<file path="src/rtl/lcd_cmd_seq.sv">
`timescale 1ns/1ps
// lcd_cmd_seq
// Command sequencer in front of the LCD controller. Host commands are queued
// in a small FIFO and issued one at a time when the controller is not busy.
// A Load command also streams the image bytes from a 1-cycle-latency memory
// onto datain, aligned with the controller's load window.
//
// Ports
//   clk        : clock, all logic on the rising edge
//   reset      : asynchronous reset, active low
//   host_cmd   : host command code (0 Reflash, 1 Load, 2 Right, 3 Left, 4 Up, 5 Down)
//   host_valid : host offers host_cmd this cycle
//   host_ready : FIFO not full (push when host_valid & host_ready)
//   img_rd     : image memory read strobe
//   img_addr   : image memory address
//   img_data   : image memory read data, valid the cycle after img_rd
//   busy       : controller busy
//   cmd        : command to controller, holds its last value between issues
//   cmd_valid  : one-cycle issue strobe
//   datain     : image byte to controller (pass-through of img_data)
//   cmd_done   : one-cycle pulse when an issued command completes
//   cmd_err    : one-cycle pulse when an illegal code (6, 7) is dropped
module lcd_cmd_seq #(
    parameter int FIFO_DEPTH = 4,
    parameter int IMG_BYTES  = 36
) (
    input  logic       clk,
    input  logic       reset,
    input  logic [2:0] host_cmd,
    input  logic       host_valid,
    output logic       host_ready,
    output logic       img_rd,
    output logic [5:0] img_addr,
    input  logic [7:0] img_data,
    input  logic       busy,
    output logic [2:0] cmd,
    output logic       cmd_valid,
    output logic [7:0] datain,
    output logic       cmd_done,
    output logic       cmd_err
);

    localparam int               PTR_W     = (FIFO_DEPTH > 1) ? $clog2(FIFO_DEPTH) : 1;
    localparam int               CNT_W     = PTR_W + 1;
    localparam logic [CNT_W-1:0] DEPTH_C   = CNT_W'(FIFO_DEPTH);
    localparam logic [2:0]       CMD_LOAD  = 3'd1;
    localparam logic [5:0]       LAST_ADDR = 6'(IMG_BYTES - 1);

    typedef enum logic [1:0] {
        S_IDLE,
        S_ISSUE,
        S_GUARD,
        S_WAIT
    } state_t;

    state_t state, state_nxt;

    // ------------------------------------------------------------------
    // Command FIFO
    // ------------------------------------------------------------------
    logic [2:0]       fifo_mem [FIFO_DEPTH];
    logic [PTR_W-1:0] wr_ptr;
    logic [PTR_W-1:0] rd_ptr;
    logic [CNT_W-1:0] count;
    logic             push;
    logic             pop;
    logic             fifo_empty;
    logic [2:0]       head;
    logic             head_illegal;

    // Ready comes from the registered count only, so a full FIFO refuses a
    // push even in a cycle where it is also popping.
    assign host_ready   = count < DEPTH_C;
    assign push         = host_valid & host_ready;
    assign fifo_empty   = (count == '0);
    assign head         = fifo_mem[rd_ptr];
    assign head_illegal = (head >= 3'd6);

    // NOTE: storage has no reset; validity is tracked by count, so resetting
    // the array would only cost flops and reset routing.
    always_ff @(posedge clk) begin
        if (push) begin
            fifo_mem[wr_ptr] <= host_cmd;
        end
    end

    // NOTE: sequential state uses non-blocking assignments so every register
    // samples pre-edge values regardless of statement order.
    always_ff @(posedge clk or negedge reset) begin
        if (!reset) begin
            wr_ptr <= '0;
            rd_ptr <= '0;
            count  <= '0;
        end else begin
            if (push) begin
                wr_ptr <= wr_ptr + PTR_W'(1);
            end
            if (pop) begin
                rd_ptr <= rd_ptr + PTR_W'(1);
            end
            case ({push, pop})
                2'b10:   count <= count + CNT_W'(1);
                2'b01:   count <= count - CNT_W'(1);
                default: count <= count;
            endcase
        end
    end

    // ------------------------------------------------------------------
    // Issue FSM
    // ------------------------------------------------------------------
    logic issue;     // IDLE decided to issue the head next cycle
    logic err_now;   // illegal head dropped this cycle
    logic done_now;  // issued command completes this cycle

    // NOTE: every output of this block gets a default first so no path can
    // leave a signal unassigned and infer a latch.
    always_comb begin
        state_nxt = state;
        pop       = 1'b0;
        issue     = 1'b0;
        err_now   = 1'b0;
        done_now  = 1'b0;
        case (state)
            S_IDLE: begin
                if (!fifo_empty) begin
                    if (head_illegal) begin
                        pop     = 1'b1;
                        err_now = 1'b1;
                    end else if (!busy) begin
                        issue     = 1'b1;
                        state_nxt = S_ISSUE;
                    end
                end
            end
            S_ISSUE: begin
                // Head is consumed while it is on the cmd port.
                pop       = 1'b1;
                state_nxt = S_GUARD;
            end
            S_GUARD: begin
                // Controller raises busy one cycle after cmd_valid; ignore it here.
                state_nxt = S_WAIT;
            end
            S_WAIT: begin
                if (!busy && !img_rd) begin
                    done_now  = 1'b1;
                    state_nxt = S_IDLE;
                end
            end
            default: state_nxt = S_IDLE;
        endcase
    end

    always_ff @(posedge clk or negedge reset) begin
        if (!reset) begin
            state     <= S_IDLE;
            cmd       <= 3'd0;
            cmd_valid <= 1'b0;
            cmd_done  <= 1'b0;
            cmd_err   <= 1'b0;
        end else begin
            state     <= state_nxt;
            cmd_valid <= issue;
            cmd_done  <= done_now;
            cmd_err   <= err_now;
            if (issue) begin
                cmd <= head;
            end
        end
    end

    // ------------------------------------------------------------------
    // Image stream: address k is presented in issue cycle T+k, so the
    // memory returns byte k on datain at T+1+k. The counter stops at the
    // last address instead of wrapping.
    // ------------------------------------------------------------------
    always_ff @(posedge clk or negedge reset) begin
        if (!reset) begin
            img_rd   <= 1'b0;
            img_addr <= 6'd0;
        end else if (issue && (head == CMD_LOAD)) begin
            img_rd   <= 1'b1;
            img_addr <= 6'd0;
        end else if (img_rd) begin
            if (img_addr == LAST_ADDR) begin
                img_rd <= 1'b0;
            end else begin
                img_addr <= img_addr + 6'd1;
            end
        end
    end

    assign datain = img_data;

endmodule

</file>
<file path="config.mk">
export PLATFORM = sky130hd
export DESIGN_NAME = lcd_cmd_seq
export DESIGN_NICKNAME = d
export VERILOG_FILES = /design/src/rtl/lcd_cmd_seq.sv
export SDC_FILE = /design/constraint.sdc
export NUM_CORES = 1
export LEC_CHECK = 0
export CAP_MARGIN = 30
export CORE_MARGIN = 8
export CORE_UTILIZATION = 55
export CTS_CLUSTER_DIAMETER = 60
export DETAILED_ROUTE_END_ITERATION = 7
export DONT_BUFFER_PORTS = 1
export MAX_ROUTING_LAYER = met4
export PLACE_DENSITY = 0.73
export SLEW_MARGIN = 5
export SYNTH_ARGS = -nofsm -noshare
export SYNTH_HDL_FRONTEND = slang
export SYNTH_SLANG_ARGS = --single-unit
</file>
<file path="constraint.sdc">
create_clock -name clk -period 2.2 [get_ports clk]
set_input_delay 0.44 -clock clk [delete_from_list [all_inputs] [get_ports clk]]
set_output_delay 0.44 -clock clk [all_outputs]
set_load 0.005 [all_outputs]
</file>
Word-level counts from Yosys, hierarchy flattened
Memories as Yosys holds them, arrays and structs flattened.
Cells that the tools add are included.
{"block": "op_classes", "order_cmp": 2, "n_reduce_logical": 10, "n_addsub": 5, "n_eq_ne": 12, "mux": 24, "n_bitwise": 1}
{"op": "$mux W6", "count": 3}
{"op": "$mux W1", "count": 14}
{"op": "$ne A2 B2 Y1 const B", "count": 5}
{"op": "$mux W2", "count": 4}
{"op": "$pmux W2 S4", "count": 1}
{"op": "$add A6 B1 Y6 const B", "count": 1}
{"op": "$eq A2 B2 Y1 const B", "count": 3}
{"op": "$eq A6 B6 Y1 const B", "count": 1}
{"op": "$pmux W3 S2", "count": 1}
{"op": "$add A2 B1 Y2 const B", "count": 2}
{"op": "$eq A2 B1 Y1 const B", "count": 2}
{"op": "$reduce_and A4 Y1", "count": 1}
{"op": "$reduce_bool A2 Y1", "count": 2}
{"op": "$add A3 B1 Y3 const B", "count": 1}
{"op": "$eq A3 B1 Y1 const B", "count": 1}
{"op": "$ge A3 B3 Y1 const B", "count": 1}
{"op": "$logic_not A3 Y1", "count": 1}
{"op": "$lt A3 B3 Y1 const B", "count": 1}
{"op": "$sub A3 B1 Y3 const B", "count": 1}
{"op": "$logic_and A1 B1 Y1", "count": 2}
{"op": "$logic_not A1 Y1", "count": 2}
{"op": "$logic_not A2 Y1", "count": 1}
{"op": "$pmux W1 S2", "count": 1}
{"op": "$reduce_and A2 Y1", "count": 1}
{"op": "$and A1 B1 Y1", "count": 1}
{"block": "totals", "in_bits": 15, "reg_bits": 22, "wordCells": 65, "ram_bits": 12, "out_inout_bits": 22, "mem_count": 1}
{"memory": "fifo_mem", "words": 4, "word_bits": 3, "rd": 1, "rd_clocked_by_memory_dff": 0, "wr": 1, "line_no": "61", "text": "logic [2:0] fifo_mem [FIFO_DEPTH];"}

Longest topological paths before layout
Gate-level depths: netlist (run 1).
An unclocked memory read counts as a cell.
{"block": "logic_depth", "ltp_word": 8, "mapped_depth": 10, "depth_no_buf": 10}

Least setup slack after synthesis (run 1)
No wires, ideal clock.
{"block": "synth_path", "path_kind": "register -> register", "start": "register rd_ptr[0]", "end": "register count[2]", "n_path_buf": 1, "setup_ns": 0.122, "arrival_time_ns": 2.155, "required_ns": 2.078, "period_less_slack_ns": 2.278, "path_stages_with_launch": 11, "setup_slack_ns": -0.078, "cell_sequence": "dfrtp_1 > buf_6 > mux4_2 > and4b_4 > or2_4 > ha_1 > inv_1 > fa_1 > xor2_1 > nor2_1 > xnor2_1"}
{"block": "synth_via", "elab_chain_cells": 7, "word_cells_on_any_way": 9, "cone_classes": "order compare (1); eq/ne (2); mux (4); reduce/logical (1); memory (1)"}
{"element": "from (decl)", "line_no": "63", "text": "logic [PTR_W-1:0] rd_ptr;"}
{"element": "from (signal assigned)", "line_no": "99", "text": "rd_ptr <= rd_ptr + PTR_W'(1);"}
{"element": "$mem_v2 Z4 W3 *"}
{"element": "$ge A3 B3 Y1 *", "line_no": "77", "text": "assign head_illegal = (head >= 3'd6);"}
{"element": "$mux W1 *", "line_no": "127", "text": "if (head_illegal) begin"}
{"element": "$mux W1 *", "line_no": "126", "text": "if (!fifo_empty) begin"}
{"element": "$pmux W1 S2 *", "line_no": "124", "text": "case (state)"}
{"element": "via pop", "line_no": "66", "text": "logic pop;"}
{"element": "$eq A2 B1 Y1 or $eq A2 B2 Y1 (tied branches)", "line_no": "101", "text": "case ({push, pop})"}
{"element": "$pmux W3 S2 or $reduce_bool A2 Y1 (tied branches)"}
{"element": "to (signal assigned)", "line_no": "102", "text": "2'b10: count <= count + CNT_W'(1);"}
{"element": "to (signal assigned)", "line_no": "103", "text": "2'b01: count <= count - CNT_W'(1);"}
{"element": "to (signal assigned)", "line_no": "104", "text": "default: count <= count;"}
{"element": "to (decl)", "line_no": "64", "text": "logic [CNT_W-1:0] count;"}
The timed path passes the listed nets; every way through them passes the cells marked *.
A chain may end at the register's enable or synchronous reset.

Final worst setup path (run 1)
{"block": "layout_path", "start": "register rd_ptr[0]", "end": "register count[1]"}
The elaborated chain is that of the path after synthesis.

==> impl_results.md, run 1 <==
- Synth warn: 0
- Ant diodes: 0
- Max-capacitance violation count: 0
- Worst-path clk slew: 0.10 ns
- First-pass GRT wire length: 4.82 mm
- Initial antenna violation count: 0
- Leak: 0.779 nW
- Final nets: 162
- RSZ-0062 raised after global routing: true
- Pwr Density: 1320 nW/um^2
- Crit path max fanout: 3
- Peak Freq: 456 MHz
- WL/cell: 16.9 microns
- Max-slew violation count: 0
- Cell accounting for the most synthesized area: dfrtp_1
- Clock Tree Buf Depth: 2
- Die height: 70.6 microns
- Async SR Flop Fraction: 64.7%
- Worst skew pair latency: 0.33 ns
- Setup crit start kind: flip-flop
- Die area: 4990 sq um
- Total track usage: 12.5%
- Final Skew: 0.0100 ns
- Syn_nets: 153
- Area contributors post-synth: dfrtp_1 (34%), edfxtp_1 (22%), ha_1 (7.6%), buf_4 (3.7%), xor2_1 (3.2%)
- Setup Crit Path Kind: reg -> reg
- Vias/cell: 5.49
- Clock Tree Root: clkbuf_4
- Maximum vdd drop: 0.640 mV
- P&R area growth vs syn: 7.47%
- Most frequent cell after synthesis: dfrtp_1
- Avg Cell Area, Syn: 12.9 sq um
- Pre-CTS setup slack: -0.0431 ns
- Clk sinks: 34
- GR Overflow Total: 0
- Initial DRT Pass Iterations: 4
- Worst Path Required: 2.46 ns
- Post-Syn Area: 1640 sq um
- CTS buffer count: 5
- CP cell instances: mux4_2 > and4b_4 > or2_4 > ha_4 > inv_2 > fa_1 > mux2i_1
- Crit. End Element: flip-flop
- Share of the yosys chip area belonging to registers: 55.5%
- Final setup margin: 0.00576 ns
- Core area: 2950 sq um
- Setup TNS: 0 ns
- CP max-delay cell: mux4_2
- Starting Density: 55.6%
- CTS tree: yes
- Layout cell share with drive strength beyond 1: 21.2%
- Post-synth top area share: 33.5%
- Post-CTS Resized: 0
- Crit share post-route: 99.7%
- Iter 0 DRT Violations: 29
- Routed wire length: 2.88 mm
- Fin util: 59.7%
- Largest net degree at the start of global routing: 23
- Max H-tree Level: 2
- GPL Wtd Cong: 0.764
- Slew Limit Headroom: 62.6%
- Hold Path Class: in -> reg
- Slowest Stage Delay on Critical Path: 0.53 ns
- Hold Slack: 0.166 ns
- Top FF cell, synth: dfrtp_1
- Vias in the first global route: 1,002
- Register bit count reported by yosys: 34
- Arrival time at the worst endpoint: 2.45 ns
- Period minus WS final: 2.19 ns
- Synth cell count leaders: dfrtp_1 (22), edfxtp_1 (12), inv_1 (12), nor2_1 (12), ha_1 (10)
- Cells after Synth: 127
- Final ANT Viol Nets: 0
- Die width: 70.6 microns
- Worst Tran Pin Value: 0.557 ns
- Number of synthesized flops with an enable pin: 12
- CP Buf/Inv Count: 1
- Final setup fails: 0
- Final hold vios: 0
- Total power: 2.32 mW
- Top delay family on crit path: multiplexers
- DR DRC count: 0
- Outcome: complete, no violations
- Rows: 20
- PortBufs: 0
- Unique masters post-synth: 34
- Top Ports: 37
- Dpl hpwl: 2.24 mm
- Vias: 933
## final timing paths
kind / from / endpoint / slack [ns] / cells past startpoint
setup / recovery: rd_ptr[0]$_DFFE_PN0P_ / count[1]$_DFFE_PN0P_ / 0.006 / 7
hold / removal: busy / cmd_done$_DFF_PN0_ / 0.17 / 1
setup reg to reg: rd_ptr[0]$_DFFE_PN0P_ / count[1]$_DFFE_PN0P_ / 0.006 / 7
hold reg to reg: cmd[2]$_DFFE_PN0P_ / cmd[2]$_DFFE_PN0P_ / 0.54 / 2
max in group asynchronous: reset / wr_ptr[0]$_DFFE_PN0P_ / 1.24 / 2
min in group asynchronous: reset / cmd[1]$_DFFE_PN0P_ / 0.49 / 1
## registers in the layout, indices dropped and copies added (netlist names)
name	cells
cmd	3
cmd_done	1
cmd_err	1
cmd_valid	1
count	3
fifo_mem	12
img_addr	6
img_rd	1
rd_ptr	2
state	2
wr_ptr	2
## cell families (layout without fill, tap and decap cells)
family	Yosys count	after routing	synth area share, %
muxes	7	7	6.94
adders and majority gates	11	11	8.84
buffers and inverters	23	33	8.00
DFF	34	34	55.5
AOI/OAI and AO/OA	9	9	4.04
xor gates and xnor gates	11	11	5.87
and+or+nand+nor	32	32	10.8
## power by group
part / switching [mW] / total (mW) / internal (mW)
clock network: 0.198 / 0.320 / 0.122
logic: 0.451 / 0.967 / 0.517
registers: 0.175 / 1.03 / 0.858
## what timing repair did
item                                    4_1_cts  5_1_grt
hold endpoints to repair                     22        0
hold buffers                                  1        0
pin swaps                                     1        1
endpoints found under the setup margin        2        2
buffers inserted                              1        2
## cell usage in the layout, fill, tap and decap left out, types with 2 or more instances in the layout
cell and instances:
and2_1 4, buf_4 11, clkbuf_4 5, clkinv_2 2
dfrtp_1 22, edfxtp_1 12, ha_1 9, inv_1 11
mux2_2 2, mux2i_1 2, mux4_2 2, nand2_1 2
nand2b_1 2, nand3_1 2, nand4_1 2, nor2_1 12
nor3_1 2, o21ai_0 3, xnor2_1 5, xor2_1 6
## metrics by stage
stage	area [sq um]	std cells
5_1_grt	1760	170
4_1_cts	1740	167
2_1_floorplan	1650	127
3_5_place_dp	1670	157
3_3_place_gp	1670	157
6_report	1760	170
## area by class of cell
cell class                 instances  area (sq um)
multi-input combinational         70           612
fill                             245          1190
inverter                          12          45.0
timing repair buffer              13           104
clock inverter                     2          10.0
tap                               33          41.3
sequential                        34           911
clock buffer                       6          41.3
## metal layers
layer	share of wire, %	global-route usage (%)	vias up
met5	0	-	-
met4	2.3	6.00	0
met3	11	6.50	11
met2	48	19.2	40
met1	40	13.0	439
li1	-	-	443
No activity file was read; power rests on OpenSTA's default activity.
==> run 2: changes to the inputs <==
--- a/config.mk
+++ b/config.mk
@@ -7,12 +7,12 @@
 export LEC_CHECK = 0
 export CAP_MARGIN = 30
 export CORE_MARGIN = 8
-export CORE_UTILIZATION = 55
+export CORE_UTILIZATION = 66
 export CTS_CLUSTER_DIAMETER = 60
 export DETAILED_ROUTE_END_ITERATION = 7
 export DONT_BUFFER_PORTS = 1
 export MAX_ROUTING_LAYER = met4
-export PLACE_DENSITY = 0.73
+export PLACE_DENSITY = 0.82
 export SLEW_MARGIN = 5
 export SYNTH_ARGS = -nofsm -noshare
 export SYNTH_HDL_FRONTEND = slang
==> constraint.sdc (replaced) <==
create_clock -name clk -period 2.6 [get_ports clk]
set_input_delay 0.52 -clock clk [delete_from_list [all_inputs] [get_ports clk]]
set_output_delay 0.52 -clock clk [all_outputs]
set_load 0.005 [all_outputs]
==> run 2 against run 1 <==
  * First-iteration DRC count rose to 2.8 times the previous value
  * Wire length increased by 2.4%
  * Register-to-register slack better by 0.15 ns
  * Via count decreased by 3.1%
  * Sequential power decreased by 14%
  * Critical path depth is 2 higher
  * Highest routed layer unchanged
  * Count of clock-buffer cells in the layout down 1
  * Worst setup slack improved by 0.15 ns
  * Cell count fell by 8.2%
==> impl_results.md, run 2 (same netlist as run 1, synthesis figures left out) <==
- Register bank with the most flops: fifo_mem (unchanged)
- Final Skew: 0.00608 ns (was 0.0100 ns)
- Iter 0 DRT Violations: 82 (was 29)
- Rows: 18 (was 20)
- Arrival time at the worst endpoint: 2.68 ns (was 2.45 ns)
- Routed wire length: 2.95 mm (was 2.88 mm)
- Die width: 65.9 microns (was 70.6 microns)
- P&R area growth vs syn: 4.34% (was 7.47%)
- Most common cell after layout, fill and taps aside: dfrtp_1 (unchanged)
- Post-CTS Resized: 0 (unchanged)
- Most frequent cells in the layout: dfrtp_1 (22), inv_1 (12), nor2_1 (12), edfxtp_1 (12), ha_1 (10) (was dfrtp_1 (22), nor2_1 (12), edfxtp_1 (12))
- Hold Crit Depth: 1 (unchanged)
- Clock Tree Root: clkbuf_4 (unchanged)
- Vias: 904 (was 933)
- Biggest regs: fifo_mem: 12 flops, img_addr: 6 flops (unchanged)
- CTS buffer count: 5 (unchanged)
- Ant diodes: 0 (unchanged)
- Peak Freq: 409 MHz (was 456 MHz)
- Crit. End Element: flip-flop (unchanged)
- Clock Tree Buf Depth: 2 (unchanged)
- Setup TNS: 0 ns (unchanged)
- Core area: 2410 sq um (was 2950 sq um)
- Worst R2R Path Depth: 9 (was 7)
- Worst-path clk slew: 0.11 ns (was 0.10 ns)
- GR Overflow Total: 0 (unchanged)
- Final hold vios: 0 (unchanged)
- Final setup fails: 0 (unchanged)
- Die height: 65.9 microns (was 70.6 microns)
- Fin util: 71.1% (was 59.7%)
- Largest net degree at the start of global routing: 23 (unchanged)
- Maximum vdd drop: 0.963 mV (was 0.640 mV)
- Die area: 4340 sq um (was 4990 sq um)
- Footprint of the multi-input gates: 599 sq um (was 612 sq um)
- Pwr Density: 1140 nW/um^2 (was 1320 nW/um^2)
- Setup bufs post-CTS: 0 (was 1)
- Slew Limit Headroom: 52.8% (was 62.6%)
- Clk sinks: 34 (unchanged)
- Worst Tran Pin Value: 0.699 ns (was 0.557 ns)
- Dpl hpwl: 2.13 mm (was 2.24 mm)
- CTS tree: yes (unchanged)
- Register area: 911 sq um (unchanged)
- Hold Slack: 0.236 ns (was 0.166 ns)
- CP cell instances: mux4_2 > and4b_4 > or2_4 > ha_1 > inv_1 > fa_1 > xor2_1 > nor2_1 > xnor2_1 (was mux4_2 > and4b_4 > or2_4 > ha_4 > inv_2 > fa_1 > mux2i_1)
- PortBufs: 0 (unchanged)
- Starting Density: 68.1% (was 55.6%)
- Layout cell share with drive strength beyond 1: 13.5% (was 21.2%)
- RSZ-0062 raised after global routing: false (was true)
- Vias/cell: 5.79 (was 5.49)
- Slowest Stage Delay on Critical Path: 0.60 ns (was 0.53 ns)
- Worst skew pair latency: 0.34 ns (was 0.33 ns)
- Period minus WS final: 2.44 ns (was 2.19 ns)
- GPL Wtd Cong: 0.750 (was 0.764)
- Hold Path Class: in -> reg (unchanged)
- DR DRC count: 0 (unchanged)
- Vias in the first global route: 968 (was 1,002)
- Setup Crit Path Kind: reg -> reg (unchanged)
- Max-slew violation count: 0 (unchanged)
- Crit path max fanout: 5 (was 3)
- Final ANT Viol Nets: 0 (unchanged)
- Fillers: 169 (was 245)
- Initial DRT Pass Iterations: 4 (unchanged)
- Initial antenna violation count: 0 (unchanged)
- Leak: 0.738 nW (was 0.779 nW)
- Setup crit start kind: flip-flop (unchanged)
- WL/cell: 18.9 microns (was 16.9 microns)
- Max H-tree Level: 2 (unchanged)
- First-pass GRT wire length: 4.80 mm (was 4.82 mm)
- Final nets: 151 (was 162)
- Outcome: complete, no violations (unchanged)
- Max-capacitance violation count: 0 (unchanged)
- Total track usage: 15.4% (was 12.5%)
- Number of flip-flops in the largest register: 12 (unchanged)
- Post-CTS Hold Fix Bufs: 1 (unchanged)
- Crit share post-route: 93.9% (was 99.7%)
- Top Ports: 37 (unchanged)
- CP max-delay cell: mux4_2 (unchanged)
- Worst Path Required: 2.84 ns (was 2.46 ns)
## run 2: cell count changes in the layout (fill, tap and decap cells not counted), sizes merged
cell | previous run | this run
clkbuf | 6 | 5
buf | 12 | 1
bufinv | 0 | 1
clkinv | 2 | 0
clkinvlp | 0 | 2
## run 2: layout make-up
cell class	count	share of cell area [%]
clock inverter	3	2.63
tap	30	2.19
sequential	34	53.2
multi-input combinational	70	35.0
clock buffer	5	2.19
timing repair buffer	2	2.19
inverter	12	2.63
## run 2: metrics by stage
stage / area [sq um] / total power, mW / cells / worst slack [ns]
floorplan: 1640 / 1.43 / 127 / 0.322
CTS: 1690 / 1.95 / 155 / 0.142
detailed placement: 1590 / 1.55 / 146 / 0.164
global route: 1710 / 2.11 / 156 / 0.000238
global placement: 1590 / 1.50 / 146 / 0.233
finish: 1710 / 1.95 / 156 / 0.158
## run 2: critical path, delay by kind of cell, from the launching register on
kind	cells	cell delay, ns
buffers and inverters	1	0.07
adder cells (fa/ha/maj)	2	0.37
flip-flops	1	0.48
XOR/XNOR	2	0.28
multiplexers	1	0.60
AND/OR/NAND/NOR	3	0.54
## run 2: worst paths after layout
kind,from,to,slack (ns)
min in group asynchronous,reset,img_addr[2]$_DFFE_PN0P_,0.50
max in group asynchronous,reset,img_addr[1]$_DFFE_PN0P_,1.71
max,rd_ptr[0]$_DFFE_PN0P_,count[2]$_DFFE_PN0P_,0.16
max reg2reg,rd_ptr[0]$_DFFE_PN0P_,count[2]$_DFFE_PN0P_,0.16
min,busy,cmd_valid$_DFF_PN0_,0.24
min reg2reg,cmd[2]$_DFFE_PN0P_,cmd[2]$_DFFE_PN0P_,0.55
## run 2: layer usage
layer / wire (microns) / up-vias / share of wire, % / track usage, %
met1: 1090 / 434 / 37 / 15.8
met4: 59 / 0 / 2.0 / 7.63
met2: 1440 / 42 / 49 / 22.9
met5: 0 / - / 0 / -
li1: - / 421 / - / -
met3: 348 / 7 / 12 / 9.15
## run 2: report_power, final
| part | switching, mW | total (mW) | internal [mW] |
|---|---|---|---|
| Clock | 0.188 | 0.390 | 0.202 |
| Sequential | 0.156 | 0.882 | 0.726 |
| Combinational | 0.348 | 0.674 | 0.326 |
| Total | 0.692 | 1.95 | 1.25 |
